`config.mk`:
```
export PLATFORM = sky130hd
export DESIGN_NAME = mem_access_stage_flat
export DESIGN_NICKNAME = d
export VERILOG_FILES = /design/src/rtl/mem_access_stage_if.sv /design/src/rtl/mem_access_stage.sv /design/src/flat_wrapper.sv
export SDC_FILE = /design/constraint.sdc
export NUM_CORES = 1
export LEC_CHECK = 0
export CELL_PAD_IN_SITES_DETAIL_PLACEMENT = 1
export CELL_PAD_IN_SITES_GLOBAL_PLACEMENT = 1
export CORE_MARGIN = 5
export CORE_UTILIZATION = 25
export DETAILED_ROUTE_END_ITERATION = 10
export HOLD_SLACK_MARGIN = 0.15
export PLACE_DENSITY_LB_ADDON = 0.1
export SETUP_SLACK_MARGIN = 0.05
export SLEW_MARGIN = 5
export SYNTH_ARGS = -nofsm -noshare
export SYNTH_HDL_FRONTEND = slang
export SYNTH_SLANG_ARGS = --single-unit
```
`constraint.sdc`:
```
create_clock -name clk_i -period 2 [get_ports clk_i]
set_clock_uncertainty 0.2 [all_clocks]
set_input_delay 0.2 -clock clk_i [delete_from_list [all_inputs] [get_ports clk_i]]
set_output_delay 0.2 -clock clk_i [all_outputs]
set_load 0.01 [all_outputs]
```
`src/rtl/mem_access_stage_if.sv`:
```
// -----------------------------------------------------------------------------
// mem_access_stage_if
// Data-bus bundle between the MEM pipeline stage and the data memory.
//
// Signals (direction seen from the stage, i.e. the master):
//   bus_req_o    out  1   transfer request, held until bus_ack_i or timeout
//   bus_we_o     out  1   1 = write, 0 = read
//   bus_addr_o   out  32  word-aligned byte address
//   bus_be_o     out  4   byte enables
//   bus_wdata_o  out  32  store data, replicated across lanes
//   bus_ack_i    in   1   transfer complete (read data valid in same cycle)
//   bus_rdata_i  in   32  read data
//
// Modports:
//   master  the MEM stage
//   slave   the memory / bus fabric
// -----------------------------------------------------------------------------
interface mem_access_stage_if;

  logic        bus_req_o;
  logic        bus_we_o;
  logic [31:0] bus_addr_o;
  logic [3:0]  bus_be_o;
  logic [31:0] bus_wdata_o;
  logic        bus_ack_i;
  logic [31:0] bus_rdata_i;

  modport master (
    output bus_req_o,
    output bus_we_o,
    output bus_addr_o,
    output bus_be_o,
    output bus_wdata_o,
    input  bus_ack_i,
    input  bus_rdata_i
  );

  modport slave (
    input  bus_req_o,
    input  bus_we_o,
    input  bus_addr_o,
    input  bus_be_o,
    input  bus_wdata_o,
    output bus_ack_i,
    output bus_rdata_i
  );

endinterface

```
`src/rtl/mem_access_stage.sv`:
```
// -----------------------------------------------------------------------------
// mem_access_stage
// MEM pipeline stage. Takes the EX/MEM register outputs, performs loads and
// stores over a req/ack data bus (alignment check, byte enables, lane
// replication for stores, lane extraction with sign/zero extension for
// loads), stalls the upstream pipeline while a transfer is outstanding, and
// registers the write-back result toward MEM/WB.
//
// Parameters:
//   TIMEOUT_CYCLES  cycles to wait for bus_ack_i before aborting (bus_err_o)
//   CNT_W           timeout counter width, 2**CNT_W > TIMEOUT_CYCLES
//
// Ports:
//   clk_i          in   1   clock, rising edge
//   rst_n_i        in   1   asynchronous active-low reset
//   dmem_ena_i     in   1   instruction performs a memory access
//   dmem_wena_i    in   1   1 = store, 0 = load
//   dmem_type_i    in   2   00 word, 01 half signed, 10 byte signed, 11 byte unsigned
//   alu_result_i   in   32  effective address / pass-through result
//   rt_data_i      in   32  store data
//   rd_waddr_i     in   5   destination register
//   rd_sel_i       in   1   write-back source: 1 = load data, 0 = alu_result_i
//   rd_wena_i      in   1   register write enable
//   bus            master  data bus (see mem_access_stage_if)
//   stall_o        out  1   freeze PC, IF/ID, ID/EX and EX/MEM
//   wb_data_o      out  32  registered write-back data
//   wb_waddr_o     out  5   registered destination register
//   wb_wena_o      out  1   registered write enable
//   misalign_o     out  1   one-cycle pulse: misaligned access dropped
//   bus_err_o      out  1   one-cycle pulse: bus timeout
// -----------------------------------------------------------------------------
module mem_access_stage #(
  parameter int unsigned TIMEOUT_CYCLES = 255,
  parameter int unsigned CNT_W          = 8
) (
  input  logic                clk_i,
  input  logic                rst_n_i,
  input  logic                dmem_ena_i,
  input  logic                dmem_wena_i,
  input  logic [1:0]          dmem_type_i,
  input  logic [31:0]         alu_result_i,
  input  logic [31:0]         rt_data_i,
  input  logic [4:0]          rd_waddr_i,
  input  logic                rd_sel_i,
  input  logic                rd_wena_i,
  mem_access_stage_if.master  bus,
  output logic                stall_o,
  output logic [31:0]         wb_data_o,
  output logic [4:0]          wb_waddr_o,
  output logic                wb_wena_o,
  output logic                misalign_o,
  output logic                bus_err_o
);

  // ---------------------------------------------------------------------------
  // Types and constants
  // ---------------------------------------------------------------------------
  typedef enum logic [0:0] {
    ST_IDLE = 1'b0,
    ST_BUSY = 1'b1
  } state_t;

  localparam logic [1:0] TYPE_WORD  = 2'b00;
  localparam logic [1:0] TYPE_HALF  = 2'b01;
  localparam logic [1:0] TYPE_BYTES = 2'b10;
  localparam logic [1:0] TYPE_BYTEU = 2'b11;

  // Last counter value before the transfer is abandoned.
  localparam logic [CNT_W-1:0] CNT_LAST = CNT_W'(TIMEOUT_CYCLES - 1);
  localparam logic [CNT_W-1:0] CNT_MAX  = {CNT_W{1'b1}};

  // ---------------------------------------------------------------------------
  // Lane helpers
  // ---------------------------------------------------------------------------

  // Byte enables for the addressed lane(s).
  function automatic logic [3:0] calc_be(input logic [1:0] acc_type,
                                         input logic [1:0] off);
    logic [3:0] be;
    case (acc_type)
      TYPE_WORD: be = 4'b1111;
      TYPE_HALF: be = off[1] ? 4'b1100 : 4'b0011;
      default:   be = 4'b0001 << off;
    endcase
    return be;
  endfunction

  // Store data replicated into every lane so the enabled lane sees it.
  function automatic logic [31:0] calc_wdata(input logic [1:0]  acc_type,
                                             input logic [31:0] data);
    logic [31:0] wd;
    case (acc_type)
      TYPE_WORD: wd = data;
      TYPE_HALF: wd = {2{data[15:0]}};
      default:   wd = {4{data[7:0]}};
    endcase
    return wd;
  endfunction

  // Select the addressed lane of the read word and extend it to 32 bits.
  function automatic logic [31:0] extract_load(input logic [1:0]  acc_type,
                                               input logic [1:0]  off,
                                               input logic [31:0] rdata);
    logic [15:0] half;
    logic [7:0]  byte_v;
    logic [31:0] res;
    half = off[1] ? rdata[31:16] : rdata[15:0];
    case (off)
      2'd0:    byte_v = rdata[7:0];
      2'd1:    byte_v = rdata[15:8];
      2'd2:    byte_v = rdata[23:16];
      default: byte_v = rdata[31:24];
    endcase
    case (acc_type)
      TYPE_WORD:  res = rdata;
      TYPE_HALF:  res = {{16{half[15]}}, half};
      TYPE_BYTES: res = {{24{byte_v[7]}}, byte_v};
      TYPE_BYTEU: res = {24'h000000, byte_v};
      default:    res = rdata;
    endcase
    return res;
  endfunction

  // ---------------------------------------------------------------------------
  // Internal signals
  // ---------------------------------------------------------------------------
  state_t             state_r;
  state_t             state_nxt_s;
  logic [CNT_W-1:0]   cnt_r;
  logic [1:0]         off_s;
  logic               aligned_s;
  logic               is_idle_s;
  logic               is_busy_s;
  logic               start_s;
  logic               misaligned_s;
  logic               timeout_s;
  logic               stall_s;
  logic [31:0]        load_data_s;
  logic [31:0]        wb_data_r;
  logic [4:0]         wb_waddr_r;
  logic               wb_wena_r;
  logic               misalign_r;
  logic               bus_err_r;

  assign off_s     = alu_result_i[1:0];
  assign is_idle_s = (state_r == ST_IDLE);
  assign is_busy_s = (state_r == ST_BUSY);

  // Alignment rule per access type; byte accesses can never be misaligned.
  always_comb begin
    aligned_s = 1'b1;
    case (dmem_type_i)
      TYPE_WORD: aligned_s = (off_s == 2'b00);
      TYPE_HALF: aligned_s = (off_s[0] == 1'b0);
      default:   aligned_s = 1'b1;
    endcase
  end

  assign start_s      = is_idle_s & dmem_ena_i & aligned_s;
  assign misaligned_s = is_idle_s & dmem_ena_i & ~aligned_s;
  assign timeout_s    = is_busy_s & ~bus.bus_ack_i & (cnt_r == CNT_LAST);

  // Held low during reset so a transfer aborted by reset releases the
  // pipeline at once, even though EX/MEM still presents the memory op.
  assign stall_s = rst_n_i & (start_s | (is_busy_s & ~bus.bus_ack_i & ~timeout_s));
  assign stall_o = stall_s;

  assign load_data_s = extract_load(dmem_type_i, off_s, bus.bus_rdata_i);

  // ---------------------------------------------------------------------------
  // FSM
  // ---------------------------------------------------------------------------

  // State register.
  always_ff @(posedge clk_i or negedge rst_n_i) begin
    if (!rst_n_i) begin
      state_r <= ST_IDLE;
    end else begin
      state_r <= state_nxt_s;
    end
  end

  // Next-state logic: ack wins over timeout in the last waiting cycle.
  always_comb begin
    state_nxt_s = state_r;
    case (state_r)
      ST_IDLE: begin
        if (dmem_ena_i && aligned_s) begin
          state_nxt_s = ST_BUSY;
        end else begin
          state_nxt_s = ST_IDLE;
        end
      end
      ST_BUSY: begin
        if (bus.bus_ack_i || timeout_s) begin
          state_nxt_s = ST_IDLE;
        end else begin
          state_nxt_s = ST_BUSY;
        end
      end
      default: state_nxt_s = ST_IDLE;
    endcase
  end

  // Bus outputs: only driven in BUSY; inputs are frozen upstream meanwhile,
  // so the derived address/enables/data stay stable for the whole transfer.
  always_comb begin
    bus.bus_req_o   = 1'b0;
    bus.bus_we_o    = 1'b0;
    bus.bus_addr_o  = 32'h0000_0000;
    bus.bus_be_o    = 4'b0000;
    bus.bus_wdata_o = 32'h0000_0000;
    case (state_r)
      ST_BUSY: begin
        bus.bus_req_o   = 1'b1;
        bus.bus_we_o    = dmem_wena_i;
        bus.bus_addr_o  = {alu_result_i[31:2], 2'b00};
        bus.bus_be_o    = calc_be(dmem_type_i, off_s);
        bus.bus_wdata_o = calc_wdata(dmem_type_i, rt_data_i);
      end
      default: begin
        bus.bus_req_o   = 1'b0;
        bus.bus_we_o    = 1'b0;
        bus.bus_addr_o  = 32'h0000_0000;
        bus.bus_be_o    = 4'b0000;
        bus.bus_wdata_o = 32'h0000_0000;
      end
    endcase
  end

  // ---------------------------------------------------------------------------
  // Timeout counter: cleared on entry to BUSY, saturates instead of wrapping.
  // ---------------------------------------------------------------------------
  always_ff @(posedge clk_i or negedge rst_n_i) begin
    if (!rst_n_i) begin
      cnt_r <= {CNT_W{1'b0}};
    end else if (start_s) begin
      cnt_r <= {CNT_W{1'b0}};
    end else if (is_busy_s && !bus.bus_ack_i && !timeout_s && (cnt_r != CNT_MAX)) begin
      cnt_r <= cnt_r + {{(CNT_W-1){1'b0}}, 1'b1};
    end else begin
      cnt_r <= cnt_r;
    end
  end

  // ---------------------------------------------------------------------------
  // Write-back registers and error pulses. A stalled edge inserts a bubble
  // (write enable cleared, data/address held).
  // ---------------------------------------------------------------------------
  always_ff @(posedge clk_i or negedge rst_n_i) begin
    if (!rst_n_i) begin
      wb_data_r  <= 32'h0000_0000;
      wb_waddr_r <= 5'd0;
      wb_wena_r  <= 1'b0;
      misalign_r <= 1'b0;
      bus_err_r  <= 1'b0;
    end else begin
      misalign_r <= misaligned_s;
      bus_err_r  <= timeout_s;
      if (!stall_s) begin
        wb_waddr_r <= rd_waddr_i;
        wb_data_r  <= rd_sel_i ? load_data_s : alu_result_i;
        wb_wena_r  <= rd_wena_i & ~misaligned_s & ~timeout_s;
      end else begin
        wb_waddr_r <= wb_waddr_r;
        wb_data_r  <= wb_data_r;
        wb_wena_r  <= 1'b0;
      end
    end
  end

  assign wb_data_o  = wb_data_r;
  assign wb_waddr_o = wb_waddr_r;
  assign wb_wena_o  = wb_wena_r;
  assign misalign_o = misalign_r;
  assign bus_err_o  = bus_err_r;

endmodule

```
`src/flat_wrapper.sv`:
```
// flat-port wrapper written by rule: the top's interface ports become plain ports
module mem_access_stage_flat 
#(
  parameter int unsigned TIMEOUT_CYCLES = 255,
  parameter int unsigned CNT_W          = 8
)
  (clk_i, rst_n_i, dmem_ena_i, dmem_wena_i, dmem_type_i, alu_result_i, rt_data_i, rd_waddr_i, rd_sel_i, rd_wena_i, stall_o, wb_data_o, wb_waddr_o, wb_wena_o, misalign_o, bus_err_o, bus_bus_req_o, bus_bus_we_o, bus_bus_addr_o, bus_bus_be_o, bus_bus_wdata_o, bus_bus_ack_i, bus_bus_rdata_i);
  mem_access_stage_if bus_i ();
  input  logic clk_i;
  input  logic rst_n_i;
  input  logic dmem_ena_i;
  input  logic dmem_wena_i;
  input  logic [1:0] dmem_type_i;
  input  logic [31:0] alu_result_i;
  input  logic [31:0] rt_data_i;
  input  logic [4:0] rd_waddr_i;
  input  logic rd_sel_i;
  input  logic rd_wena_i;
  output logic stall_o;
  output logic [31:0] wb_data_o;
  output logic [4:0] wb_waddr_o;
  output logic wb_wena_o;
  output logic misalign_o;
  output logic bus_err_o;
  output wire logic [$bits(bus_i.bus_req_o)-1:0] bus_bus_req_o;
  output wire logic [$bits(bus_i.bus_we_o)-1:0] bus_bus_we_o;
  output wire logic [$bits(bus_i.bus_addr_o)-1:0] bus_bus_addr_o;
  output wire logic [$bits(bus_i.bus_be_o)-1:0] bus_bus_be_o;
  output wire logic [$bits(bus_i.bus_wdata_o)-1:0] bus_bus_wdata_o;
  input wire logic [$bits(bus_i.bus_ack_i)-1:0] bus_bus_ack_i;
  input wire logic [$bits(bus_i.bus_rdata_i)-1:0] bus_bus_rdata_i;
  assign bus_bus_req_o = bus_i.bus_req_o;
  assign bus_bus_we_o = bus_i.bus_we_o;
  assign bus_bus_addr_o = bus_i.bus_addr_o;
  assign bus_bus_be_o = bus_i.bus_be_o;
  assign bus_bus_wdata_o = bus_i.bus_wdata_o;
  assign bus_i.bus_ack_i = bus_bus_ack_i;
  assign bus_i.bus_rdata_i = bus_bus_rdata_i;
  mem_access_stage #(.TIMEOUT_CYCLES(TIMEOUT_CYCLES), .CNT_W(CNT_W)) u_core (.clk_i(clk_i), .rst_n_i(rst_n_i), .dmem_ena_i(dmem_ena_i), .dmem_wena_i(dmem_wena_i), .dmem_type_i(dmem_type_i), .alu_result_i(alu_result_i), .rt_data_i(rt_data_i), .rd_waddr_i(rd_waddr_i), .rd_sel_i(rd_sel_i), .rd_wena_i(rd_wena_i), .bus(bus_i), .stall_o(stall_o), .wb_data_o(wb_data_o), .wb_waddr_o(wb_waddr_o), .wb_wena_o(wb_wena_o), .misalign_o(misalign_o), .bus_err_o(bus_err_o));
endmodule
```
**After elaboration in Yosys (flattened, before gate mapping)**

Index checks and enable logic that the tools add are counted.
W data, S select, Z words.

- Shifts and indexed selects: 1
- Reductions and logical operators: 10
- Multiplexer cells: 19
- Add/subtract/negate cells: 1
- Bitwise operators: 16
- Eq/ne operators: 7

Operator list:

| cell | number |
|---|---|
| $pmux W32 S4 | 1 |
| $mux W32 | 3 |
| $pmux W32 S2 | 1 |
| $pmux W8 S3 | 1 |
| $mux W16 | 1 |
| $mux W8 | 2 |
| $and A1 B1 Y1 | 9 |
| $add A8 B1 Y8 const B | 1 |
| $eq A8 B8 Y1 const B | 1 |
| $mux W4 | 2 |
| $ne A8 B8 Y1 const B | 1 |
| $pmux W4 S2 | 1 |
| $eq A2 B2 Y1 const B | 3 |
| $not A1 Y1 | 6 |
| $mux W1 | 5 |
| $eq A2 B1 Y1 const B | 2 |
| $logic_and A1 B1 Y1 | 4 |
| $logic_not A2 Y1 | 2 |
| $pmux W1 S2 | 2 |
| $shl A1 B2 Y4 const A | 1 |
| $logic_not A1 Y1 | 2 |
| $reduce_bool A2 Y1 | 1 |
| $logic_or A1 B1 Y1 | 1 |
| $or A1 B1 Y1 | 1 |

- Output and inout bits: 111
- Register bits: 49
- Logic and storage cells: 61
- Input port bits: 110

**Depth between registers and ports, before layout**

Gate-level depths: netlist of the first run.

- Depth after elaboration: 8
- Mapped depth: 8
- Gate-level depth less buffers: 6

**Worst setup path before layout of the first run**

No wires, ideal clock.

- Kind: reg2reg
- Start: register u_core.state_r (netlist: u_core.is_busy_s)
- End: register u_core.wb_data_r[13] (netlist: u_core.wb_data_o[13])
- Arrival: 1.669 ns
- Setup slack: 0.006 ns
- Clock period less this slack: 1.994 ns
- Required time: 1.675 ns
- Setup time: 0.125 ns
- Stages on the path, launching flop included: 7
- Path buffers: 2
- Cells stage by stage: dfrtp_1 -> nand2b_4 -> a211oi_4 -> a2bb2oi_2 -> buf_6 -> buf_6 -> mux2_4

- Longest elaborated chain between the ends: 6
- Elaborated cells between the ends (all ways): 9
- Classes of those cells: 9 x bitwise

Ends and longest elaborated chain:

| what | RTL line | text |
|---|---|---|
| start, declared | mem_access_stage.sv:127 | `state_t state_r;` |
| start signal, assigned | mem_access_stage.sv:179 | `state_r <= state_nxt_s;` |
| $and A1 B1 Y1 | mem_access_stage.sv:161, mem_access_stage.sv:165 |  |
| $and A1 B1 Y1 | mem_access_stage.sv:161 | `assign timeout_s = is_busy_s & ~bus.bus_ack_i & (cnt_r == CNT_LAST);` |
| $not A1 Y1 | mem_access_stage.sv:165 | `assign stall_s = rst_n_i & (start_s \| (is_busy_s & ~bus.bus_ack_i & ~timeout_s));` |
| $and A1 B1 Y1 | mem_access_stage.sv:165 |  |
| $or A1 B1 Y1 (*) | mem_access_stage.sv:165 |  |
| $and A1 B1 Y1 (*) | mem_access_stage.sv:165 |  |
| end signal, assigned | mem_access_stage.sv:262 | `wb_data_r <= rd_sel_i ? load_data_s : alu_result_i;` |
| end signal, assigned | mem_access_stage.sv:266 | `wb_data_r <= wb_data_r;` |
| end, declared | mem_access_stage.sv:139 | `logic [31:0] wb_data_r;` |

Mark *: on every way between the ends. The rest lies on a longest branch, timed or not.
A chain may end at the register's enable or synchronous reset.

**Worst setup path after layout of the first run**

- Start: register u_core.cnt_r[0]
- End: register u_core.wb_data_r[1] (netlist: u_core.wb_data_o[1])

- Longest elaborated chain between the ends: 6

Ends and longest elaborated chain:

| what | RTL line | text |
|---|---|---|
| start, declared | mem_access_stage.sv:129 | `logic [CNT_W-1:0] cnt_r;` |
| start signal, assigned | mem_access_stage.sv:236 | `cnt_r <= {CNT_W{1'b0}};` |
| start signal, assigned | mem_access_stage.sv:238 | `cnt_r <= {CNT_W{1'b0}};` |
| start signal, assigned | mem_access_stage.sv:240 | `cnt_r <= cnt_r + {{(CNT_W-1){1'b0}}, 1'b1};` |
| $eq A8 B8 Y1 | mem_access_stage.sv:161 |  |
| $and A1 B1 Y1 | mem_access_stage.sv:161 |  |
| $not A1 Y1 | mem_access_stage.sv:165 |  |
| $and A1 B1 Y1 | mem_access_stage.sv:165 |  |
| $or A1 B1 Y1 | mem_access_stage.sv:165 |  |
| $and A1 B1 Y1 | mem_access_stage.sv:165 |  |

Every way passes these cells.

==> results of run 1 <==
## per-layer routing
| metal | wire length, um | global-route usage, % | up-vias |
|---|---|---|---|
| li1 | - | - | 2081 |
| met1 | 7483 | 23.21 | 2112 |
| met2 | 9304 | 36.08 | 146 |
| met3 | 1337 | 4.993 | 12 |
| met4 | 169 | 3.224 | 2 |
| met5 | 13 | 0 | - |
## what timing repair did
item | 4_1_cts | 5_1_grt
pin swaps | 5 | 6
hold buffers | 1 | 0
gates cloned | 3 | 0
endpoints found under the hold margin | 49 | 0
buffers inserted | 7 | 1
endpoints found under the setup margin | 110 | 61
resized for setup | 197 | 62
## placed cells by master (no fill, tap or decap), types with 7 or more instances in the layout
master	Yosys	final
clkdlybuf4s50_1	0	145
a21boi_0	24	10
nand2_1	57	57
a31oi_1	17	17
dfrtp_1	49	48
o21ai_0	15	14
mux2_2	33	23
and3_1	8	8
mux2_4	9	19
dlygate4sd2_1	0	32
mux2i_1	18	18
buf_6	5	12
buf_12	0	8
o221ai_1	8	8
nor2_1	31	30
and2_1	47	41
nand3_1	8	7
buf_2	7	22
inv_1	13	12
buf_4	3	65
a21oi_1	13	12
a21boi_1	0	9
## synth_stat cells (7+ instances only)
cell	number	area, um^2
and3_1	8	50.05
o221ai_1	8	70.07
inv_1	13	48.80
o21ai_0	15	75.07
buf_2	7	35.03
nand2_1	57	214.0
and2_1	47	294.0
mux2i_1	18	180.2
clkbuf_1	20	75.07
nor2_1	31	116.4
a31oi_1	17	106.4
nand3_1	8	40.04
mux2_4	9	135.1
a21oi_1	13	65.06
a21boi_0	24	180.2
dfrtp_1	49	1226
mux2_2	33	371.6
## final cells by class
cell class | count | area share, %
inverters | 14 | 0.7424
repair buffers | 300 | 39.86
clock inverters | 3 | 0.6187
well taps | 211 | 3.730
flip-flops and latches | 49 | 17.34
clock buffers | 5 | 1.768
multi-input cells | 340 | 35.94
## per-stage QoR
step	setup slack, ps	total power, mW
floorplan	56.88	1.997
global placement	-472.1	3.094
detailed placement	-532.4	3.133
CTS	-105.6	4.211
global route	-147.4	4.458
finish	-71.63	4.229
## path summary, 6_finish.rpt
path	slack [ps]	cells after the start	start	end
worst max register to register	-70	8	u_core.cnt_r[0]$_DFFE_PN0P_	u_core.wb_data_o[1]$_DFFE_PN0N_
max in group asynchronous	670	3	rst_n_i	u_core.is_busy_s$_DFF_PN0_
worst min register to register	310	1	u_core.wb_data_o[25]$_DFFE_PN0N_	u_core.wb_data_o[25]$_DFFE_PN0N_
min in group asynchronous	440	3	rst_n_i	u_core.wb_data_o[15]$_DFFE_PN0N_
worst max-delay path	-70	8	u_core.cnt_r[0]$_DFFE_PN0P_	u_core.wb_data_o[1]$_DFFE_PN0N_
worst min-delay path	310	1	u_core.wb_data_o[25]$_DFFE_PN0N_	u_core.wb_data_o[25]$_DFFE_PN0N_
## worst reg2reg max path: stages (launching register included)
cell       delay (ps)
dfrtp_1           380
inv_1              60
ha_2              190
nand3_2            60
nor2_1             90
buf_4             150
a2bb2oi_4         230
buf_12            220
mux2_2            370
## kinds of logic after synthesis
family,share of synthesized area (%)
AOI/OAI and AO/OA,17.45
xor gates and xnor gates,0.4492
adders and majority gates,0.6415
buffers and inverters,6.608
DFF,31.44
muxes,20.50
other,0.09615
and+or+nand+nor,22.81
## state kept, by name, summed over array words and instances, names as in the netlist
register	count
u_core.wb_data_o	32
u_core.cnt_r	8
u_core.wb_waddr_o	5
u_core.bus_err_o	1
u_core.is_busy_s	1
u_core.misalign_o	1
u_core.wb_wena_o	1
## power by group
group	switching, mW	internal [mW]	total [mW]	leakage (nW)
registers	0.0881	1.13	1.22	0.594
logic	0.834	1.16	1.99	2.59
clock network	0.421	0.594	1.01	0.0842
total	1.34	2.89	4.23	3.27
==> impl_results.md, run 1 <==
* Class of the most critical hold timing path: reg -> reg
* CTS tree: yes
* Max-cap violations at 0
* Type of destination of the critical path: flip-flop
* Mapped Avg Cell Area at 8.844 um^2
* CTS buffer count at 5
* Clock latency at the later pin of the worst-skew pair at 300 ps
* Number of I/O port buffers at 218
* Post-Syn Instances at 441
* Worst-margin pin slew at 667.4 ps
* Yosys warns at 0
* Post-Route Utilization at 46.39%
* Total area of multi-input combinational cells at 0.002544 mm^2
* ANT nets after route at 0
* Number of flops mapped to enable cells by yosys at 0
* Setup slack after layout at -71.63 ps
* Initial core utilization at 25.56%
* Routed WL at 18310 um
* Top FF cell, synth: dfrtp_1
* Final clock period utilization by the worst path at 103.6%
* Layout cell share with drive strength beyond 1 at 28.97%
* Number of failing setup endpoints in the final timing report at 38
* Register Area at 0.001227 mm^2
* Fillcell total at 1740
* Vias per cell at 4.721
* Mean routed wirelength per cell at 19.86 um
* Time the final worst path needs with I/O delays and setup at 2072 ps
* Area inside the core boundary at 0.01526 mm^2
* Power per Cell Area at 597.5 mW/mm^2
* CP max-delay cell: dfrtp_1
* Diode insertion count for antenna repair at 0
* Dominant delay contributor by cell family on the critical path: buffers and inverters
* Final Hold Violating Endpoints at 0
* Post-detail-place hpwl at 14460 um
* Leakage dissipation at 3.272 nW
* Die Footprint at 0.01820 mm^2
* Worst setup SP type: flip-flop
* Placement Cell Area at 0.006730 mm^2
* Buf/Inv on CP at 3
* Post-layout nets at 822
* Area grow syn2layout at 81.49%
* Setup tns final at -1543 ps
* Fraction of registers with async set/reset at 100.0%
* Number of standard cells in the layout, taps in and fillers out at 922
* Total number of vias at 4353
* Cells after DPL at 902
* Weighted congestion at the end of routability-driven global placement at 0.7962
* Placement Rows at 45
* Critical path cell sequence: inv_1 > ha_2 > nand3_2 > nor2_1 > buf_4 > a2bb2oi_4 > buf_12 > mux2_2
* Global-route usage over all layers at 19.59%
* Unique masters post-synth at 54
* Clk Tree Root Cell: clkbuf_16
* Kind of critical path: reg -> reg
* WP data arrival at 2060 ps
* Post-Route Hold Slack at 309.1 ps
* Maximum frequency from static timing analysis at 482.7 MHz
* Final global-route overflow total at 0
* Vertical extent of the die at 134.9 um
* Die W at 134.9 um
* Initial antenna violation count at 1
* Status: finished, violations left
* Global-route wire length before repair at 28030 um
* Register bit total from synthesis at 49
* Post-synthesis cell area at 0.003900 mm^2
* Final cell area excluding filler cells at 0.007078 mm^2
* Initial DRT Pass Iterations at 4
* Seq/Total Area, Yosys at 31.44%
* Unrepaired setup endpoints after global routing: true
* Initial detailed-routing violation count at 133
* Count of final max-slew check failures at 0
* Residual DRC count at 0
* Maximum number of pins on one net before global-route repair at 50
* Level count of the clock H-tree at 2
* Clock transition time at the flip-flop clock pins of the worst setup and hold paths at 70 ps
* Max Buffers Root-to-Sink at 2
* Worst-path maximum fanout at 19
* Sink Count at 49
* Tightest slew margin relative to the limit at 55.51%
* Worst endpoint required time at 1990 ps
* Worst-case vdd ir drop at 0.0004346 V
* Violated checks: setup timing
* Longest individual stage delay on the worst path at 380 ps
* Number of top-level pins at 221
* Number of global-route vias before repair at 4862
(Power assumes the default switching activity.)
==> run 2, diff against run 1 <==
TNS_END_PERCENT = 30   (was default)
==> run 2 against run 1 <==
The run still ends with setup timing left. First-iteration DRC count rose by 20%. Critical path depth fell by 3. Worst hold slack improved by 3.9 ps. Total power rose by 1.2%. Routed wire length rose by 1.8%. Clock power barely moved.
==> impl_results.md, run 2 (synthesized netlist as in run 1, its figures left out) <==
* Total number of cells along the worst setup path at 5
* Maximum number of pins on one net before global-route repair at 50
* Die W at 134.9 um
* Unrepaired setup endpoints after global routing: true
* Status: finished, violations left
* Power per Cell Area at 593.5 mW/mm^2
* Critical path cell sequence: buf_6 > buf_12 > buf_4 > and2_1 > dlygate4sd2_1
* Global-route usage over all layers at 19.54%
* Vias per cell at 4.722
* Register-to-Register Setup Slack at -70 ps
* Weighted congestion at the end of routability-driven global placement at 0.7962
* Placement Cell Area at 0.006730 mm^2
* Sink Count at 49
* Cells after DPL at 902
* Post-Route Utilization at 47.24%
* Post-detail-place hpwl at 14460 um
* Clock transition time at the flip-flop clock pins of the worst setup and hold paths at 70 ps
* Initial detailed-routing violation count at 159
* Maximum frequency from static timing analysis at 481.6 MHz
* WP data arrival at 1680 ps
* Final Hold Violating Endpoints at 0
* Global-route wire length before repair at 28010 um
* CP max-delay cell: dfrtp_2
* Worst setup SP type: flip-flop
* Worst-path maximum fanout at 10
* Worst endpoint required time at 1600 ps
* Area inside the core boundary at 0.01526 mm^2
* Placement Rows at 45
* R2R depth at 8
* Max Buffers Root-to-Sink at 2
* Highest-count cells in the layout ignoring fill and taps: clkdlybuf4s50_1 (145), buf_4 (65), nand2_1 (57)
* Clock latency at the later pin of the worst-skew pair at 300 ps
* Count of final max-slew check failures at 0
* Vertical extent of the die at 134.9 um
* Number of global-route vias before repair at 4846
* Tightest slew margin relative to the limit at 55.57%
* Endpoint of the worst setup timing path: bus_bus_addr_o[25]
* Beginning of the critical path: u_core.is_busy_s$_DFF_PN0_
* Post-layout nets at 823
* Kind of critical path: reg -> out
* Routed WL at 18640 um
* Time the final worst path needs with I/O delays and setup at 2077 ps
* Number of flip-flops in the largest register at 32
* CTS tree: yes
* Initial core utilization at 25.56%
* Diode insertion count for antenna repair at 0
* Setup slack after layout at -76.55 ps
* Longest individual stage delay on the worst path at 520 ps
* Final global-route overflow total at 0
* Number of top-level pins at 221
* R2R Path End: u_core.wb_data_o[31]$_DFFE_PN0N_
* Setup tns final at -1816 ps
* Buf/Inv on CP at 4
* Initial antenna violation count at 1
* Final cell area excluding filler cells at 0.007208 mm^2
* Level count of the clock H-tree at 2
* Reg2Reg Launch Point: u_core.cnt_r[0]$_DFFE_PN0P_
* Area grow syn2layout at 84.83%
* Class of the most critical hold timing path: reg -> reg
* Violated checks: setup timing
* Number of failing setup endpoints in the final timing report at 42
* Layout cell share with drive strength beyond 1 at 27.11%
* Max-cap violations at 0
* Mean routed wirelength per cell at 20.19 um
* ANT nets after route at 0
* Worst-margin pin slew at 666.5 ps
* Number of standard cells in the layout, taps in and fillers out at 923
* Worst-case vdd ir drop at 0.0004379 V
* Number of I/O port buffers at 218
* Die Footprint at 0.01820 mm^2
* Initial DRT Pass Iterations at 4
* Type of destination of the critical path: output port
* Final clock period utilization by the worst path at 103.8%
* Most common library cell in the layout ignoring fill and taps: clkdlybuf4s50_1
* Total number of vias at 4358
* Leakage dissipation at 3.566 nW
* Clk Tree Root Cell: clkbuf_16
* CTS buffer count at 5
* Dominant delay contributor by cell family on the critical path: buffers and inverters
* Residual DRC count at 0
-- run 2: changes by cell type in the layout (fill, tap and decap cells not counted), sizes merged --
cell	delta
clkdlybuf4s15	+7
dlymetal6s2s	+22
clkbuf	-1
bufbuf	-1
buf	-5
dlygate4sd2	-21
-- run 2: report_power, final --
part	switching (mW)	internal (mW)
Clock	0.426	0.594
Combinational	0.842	1.19
Sequential	0.0949	1.13
-- run 2: per-stage QoR --
step                power [mW]  worst slack (ps)  hold WS, ps
finish                   4.278            -76.55        313.0
global placement         3.094            -472.1        258.4
detailed placement       3.133            -532.4        270.6
CTS                      4.272            -148.4        314.0
floorplan                1.997             56.88       -295.6
global route             4.501            -160.3        321.2
-- run 2: how the worst min path moves through the flow --
| stage | from | to | slack, ps | cells past startpoint |
|---|---|---|---|---|
| 2_1_floorplan | rst_n_i | u_core.bus_err_o$_DFF_PN0_ | -300 | 0 |
| 6_report | u_core.wb_data_o[25]$_DFFE_PN0N_ | u_core.wb_data_o[25]$_DFFE_PN0N_ | 310 | 1 |
| 3_5_place_dp | rst_n_i | u_core.wb_data_o[15]$_DFFE_PN0N_ | 270 | 2 |
| 5_1_grt | rd_waddr_i[0] | u_core.wb_waddr_o[0]$_DFFE_PN0N_ | 320 | 2 |
| 4_1_cts | rd_waddr_i[4] | u_core.wb_waddr_o[4]$_DFFE_PN0N_ | 310 | 2 |
| 3_3_place_gp | rst_n_i | u_core.wb_data_o[15]$_DFFE_PN0N_ | 260 | 2 |
-- run 2: cell type report --
class,instances,area (um^2)
Fill cell,1729,8050
Inverter,14,52.55
Multi-Input combinational cell,340,2564
Sequential cell,49,1227
Clock buffer,5,125.1
Clock inverter,3,43.79
Tap cell,211,264.0
Timing Repair Buffer,301,2932
-- run 2: repair_timing --
action | CTS | global route
pin swaps | 5 | 2
endpoints found under the setup margin | 110 | 94
hold buffers | 1 | 0
hold endpoints to repair | 49 | 0
gates cloned | 3 | 1
resized for setup | 165 | 78
buffers inserted | 5 | 3
-- run 2: metal layers --
layer	GRT usage, %	share of wire (%)
met1	23.19	41
met2	35.96	50
met3	4.955	7.0
met4	3.224	1.1
met5	0	0.070
==> run 3, diff against run 2 <==
SKIP_LAST_GASP = 1   (was default)
==> run 3 against run 2 <==
Critical endpoint is now bus_bus_wdata_o[11]. Setup slack got worse by 26 ps. The run still ends with setup timing left. Design area shrank 2.5%. Combinational power decreased by 4%. Non-clock buffer count down 4. Sequential share of layout area grew 0.43 points. Via count increased by 0.14%. Register-to-register slack about the same. Critical path depth decreased by 1. Final cell count is 0.43% lower. Routed wire length down 2.9%. Highest routed layer unchanged. Clock-buffer cell count stayed put. Sequential power about the same.
==> impl_results.md, run 3 (synthesized netlist as in run 1, its figures left out) <==
* Number of global-route vias before repair at 4836
* Layout cell share with drive strength beyond 1 at 24.44%
* Setup slack after layout at -103.0 ps
* Min-delay src: u_core.wb_data_o[25]$_DFFE_PN0N_
* Highest-count cells in the layout ignoring fill and taps: clkdlybuf4s50_1 (175), buf_4 (66), nand2_1 (57)
* Unrepaired setup endpoints after global routing: true
* Class of the most critical hold timing path: reg -> reg
* Clk Tree Root Cell: clkbuf_16
* Die W at 134.9 um
* Initial DRT Pass Iterations at 4
* Post-placement setup slack at -532.4 ps
* Final clock period utilization by the worst path at 105.2%
* R2R depth at 8
* Number of top-level pins at 221
* Tightest slew margin relative to the limit at 55.67%
* Routed wire length on met3 at 1269 um
* Area inside the core boundary at 0.01526 mm^2
* Vias per cell at 4.749
* CTS tree: yes
* Setup tns final at -3282 ps
* Area grow syn2layout at 80.24%
* Hold EP: u_core.wb_data_o[25]$_DFFE_PN0N_
* Register-to-Register Setup Slack at -80 ps
* Time the final worst path needs with I/O delays and setup at 2103 ps
* Most common library cell in the layout ignoring fill and taps: clkdlybuf4s50_1
* Die Footprint at 0.01820 mm^2
* Initial core utilization at 25.56%
* Mean routed wirelength per cell at 19.70 um
* Max-cap violations at 0
* ANT nets after route at 0
* Weighted congestion at the end of routability-driven global placement at 0.7962
* Clock transition time at the flip-flop clock pins of the worst setup and hold paths at 70 ps
* Maximum frequency from static timing analysis at 475.5 MHz
* Reg2Reg Launch Point: u_core.cnt_r[0]$_DFFE_PN0P_
* Maximum number of pins on one net before global-route repair at 50
* Number of I/O port buffers at 218
* M1 WL at 7414 um
* Power per Cell Area at 594.0 mW/mm^2
* WP data arrival at 1700 ps
* Number of flip-flops in the largest register at 32
* Placement Rows at 45
* Global-route usage over all layers at 19.42%
* Initial antenna violation count at 1
* Final global-route overflow total at 0
* Number of standard cells in the layout, taps in and fillers out at 919
* Max Buffers Root-to-Sink at 2
* Worst setup SP type: flip-flop
* R2R Path End: u_core.wb_data_o[26]$_DFFE_PN0N_
* Worst endpoint required time at 1600 ps
* Residual DRC count at 0
* Clock latency at the later pin of the worst-skew pair at 300 ps
* Count of final max-slew check failures at 0
* Post-layout nets at 819
* Post-Route Hold Slack at 309.9 ps
* Worst-case vdd ir drop at 0.0004394 V
* Worst-margin pin slew at 664.9 ps
* Cell depth of the worst min-delay path at 1
* Initial detailed-routing violation count at 150
* Level count of the clock H-tree at 2
* Placement Cell Area at 0.006730 mm^2
* Type of destination of the critical path: output port
* Violated checks: setup timing
* Register Area at 0.001227 mm^2
* Metal2 WL at 9237 um
* Global-route wire length before repair at 27800 um
* Fillcell total at 1740
* Topmost layer with routed signal wires: met5
* Status: finished, violations left
* Leakage dissipation at 3.145 nW
* CTS buffer count at 5
* Total number of vias at 4364
* Final Hold Violating Endpoints at 0
* Final cell area excluding filler cells at 0.007029 mm^2
* Kind of critical path: reg -> out
* Number of failing setup endpoints in the final timing report at 72
* Cells after DPL at 902
* Diode insertion count for antenna repair at 0
* Sink Count at 49
* Worst-path maximum fanout at 20
* Post-detail-place hpwl at 14460 um
* Routed WL at 18100 um
* Total area of multi-input combinational cells at 0.002457 mm^2
* Vertical extent of the die at 134.9 um
## run 3: how the worst max path moves through the flow
| stage | start | end | depth (start not counted) |
|---|---|---|---|
| 6_report | u_core.is_busy_s$_DFF_PN0_ | bus_bus_wdata_o[11] | 4 |
| 5_1_grt | u_core.is_busy_s$_DFF_PN0_ | bus_bus_addr_o[19] | 3 |
| 4_1_cts | u_core.is_busy_s$_DFF_PN0_ | bus_bus_wdata_o[4] | 4 |
| 3_5_place_dp | dmem_type_i[1] | bus_bus_wdata_o[11] | 7 |
| 3_3_place_gp | dmem_type_i[1] | bus_bus_wdata_o[11] | 7 |
| 2_1_floorplan | u_core.is_busy_s$_DFF_PN0_ | u_core.wb_data_o[13]$_DFFE_PN0N_ | 6 |
## run 3: final cells by class
class                   instances  share of cell area [%]
well taps                     211                   3.756
flip-flops and latches         49                   17.46
inverters                      14                  0.7476
repair buffers                297                   40.67
clock buffers                   5                   1.780
clock inverters                 3                  0.6230
multi-input cells             340                   34.96
## run 3: per-layer routing
metal | vias up | track usage [%]
met2 | 146 | 35.99
met3 | 12 | 4.993
met1 | 2126 | 22.78
li1 | 2078 | -
met5 | - | 0
met4 | 2 | 3.224
## run 3: report_power, final
| group | switching [mW] | total (mW) | internal, mW |
|---|---|---|---|
| Combinational | 0.804 | 1.94 | 1.13 |
| Sequential | 0.0884 | 1.22 | 1.13 |
| Clock | 0.424 | 1.02 | 0.594 |
## run 3: worst max-delay path, stage by stage (launching register included)
cell and delay, ps:
dfrtp_2 490, buf_4 150, bufbuf_16 270, a21boi_2 200
dlygate4sd2_1 290
## run 3: timing repair
| action | 4_1_cts | 5_1_grt |
|---|---|---|
| setup endpoints to repair | 110 | 108 |
| gates cloned | 3 | 0 |
| setup buffers | 5 | 0 |
| hold buffers | 1 | 0 |
| gates resized for setup | 123 | 7 |
| pin swaps | 4 | 0 |
| endpoints found under the hold margin | 49 | 0 |
## run 3: through the flow
| stage | total power, mW | utilization, % |
|---|---|---|
| floorplan | 1.997 | - |
| global placement | 3.094 | 44.11 |
| detailed placement | 3.133 | 44.11 |
| CTS | 4.225 | 45.92 |
| global route | 4.401 | 46.07 |
| finish | 4.175 | 46.07 |
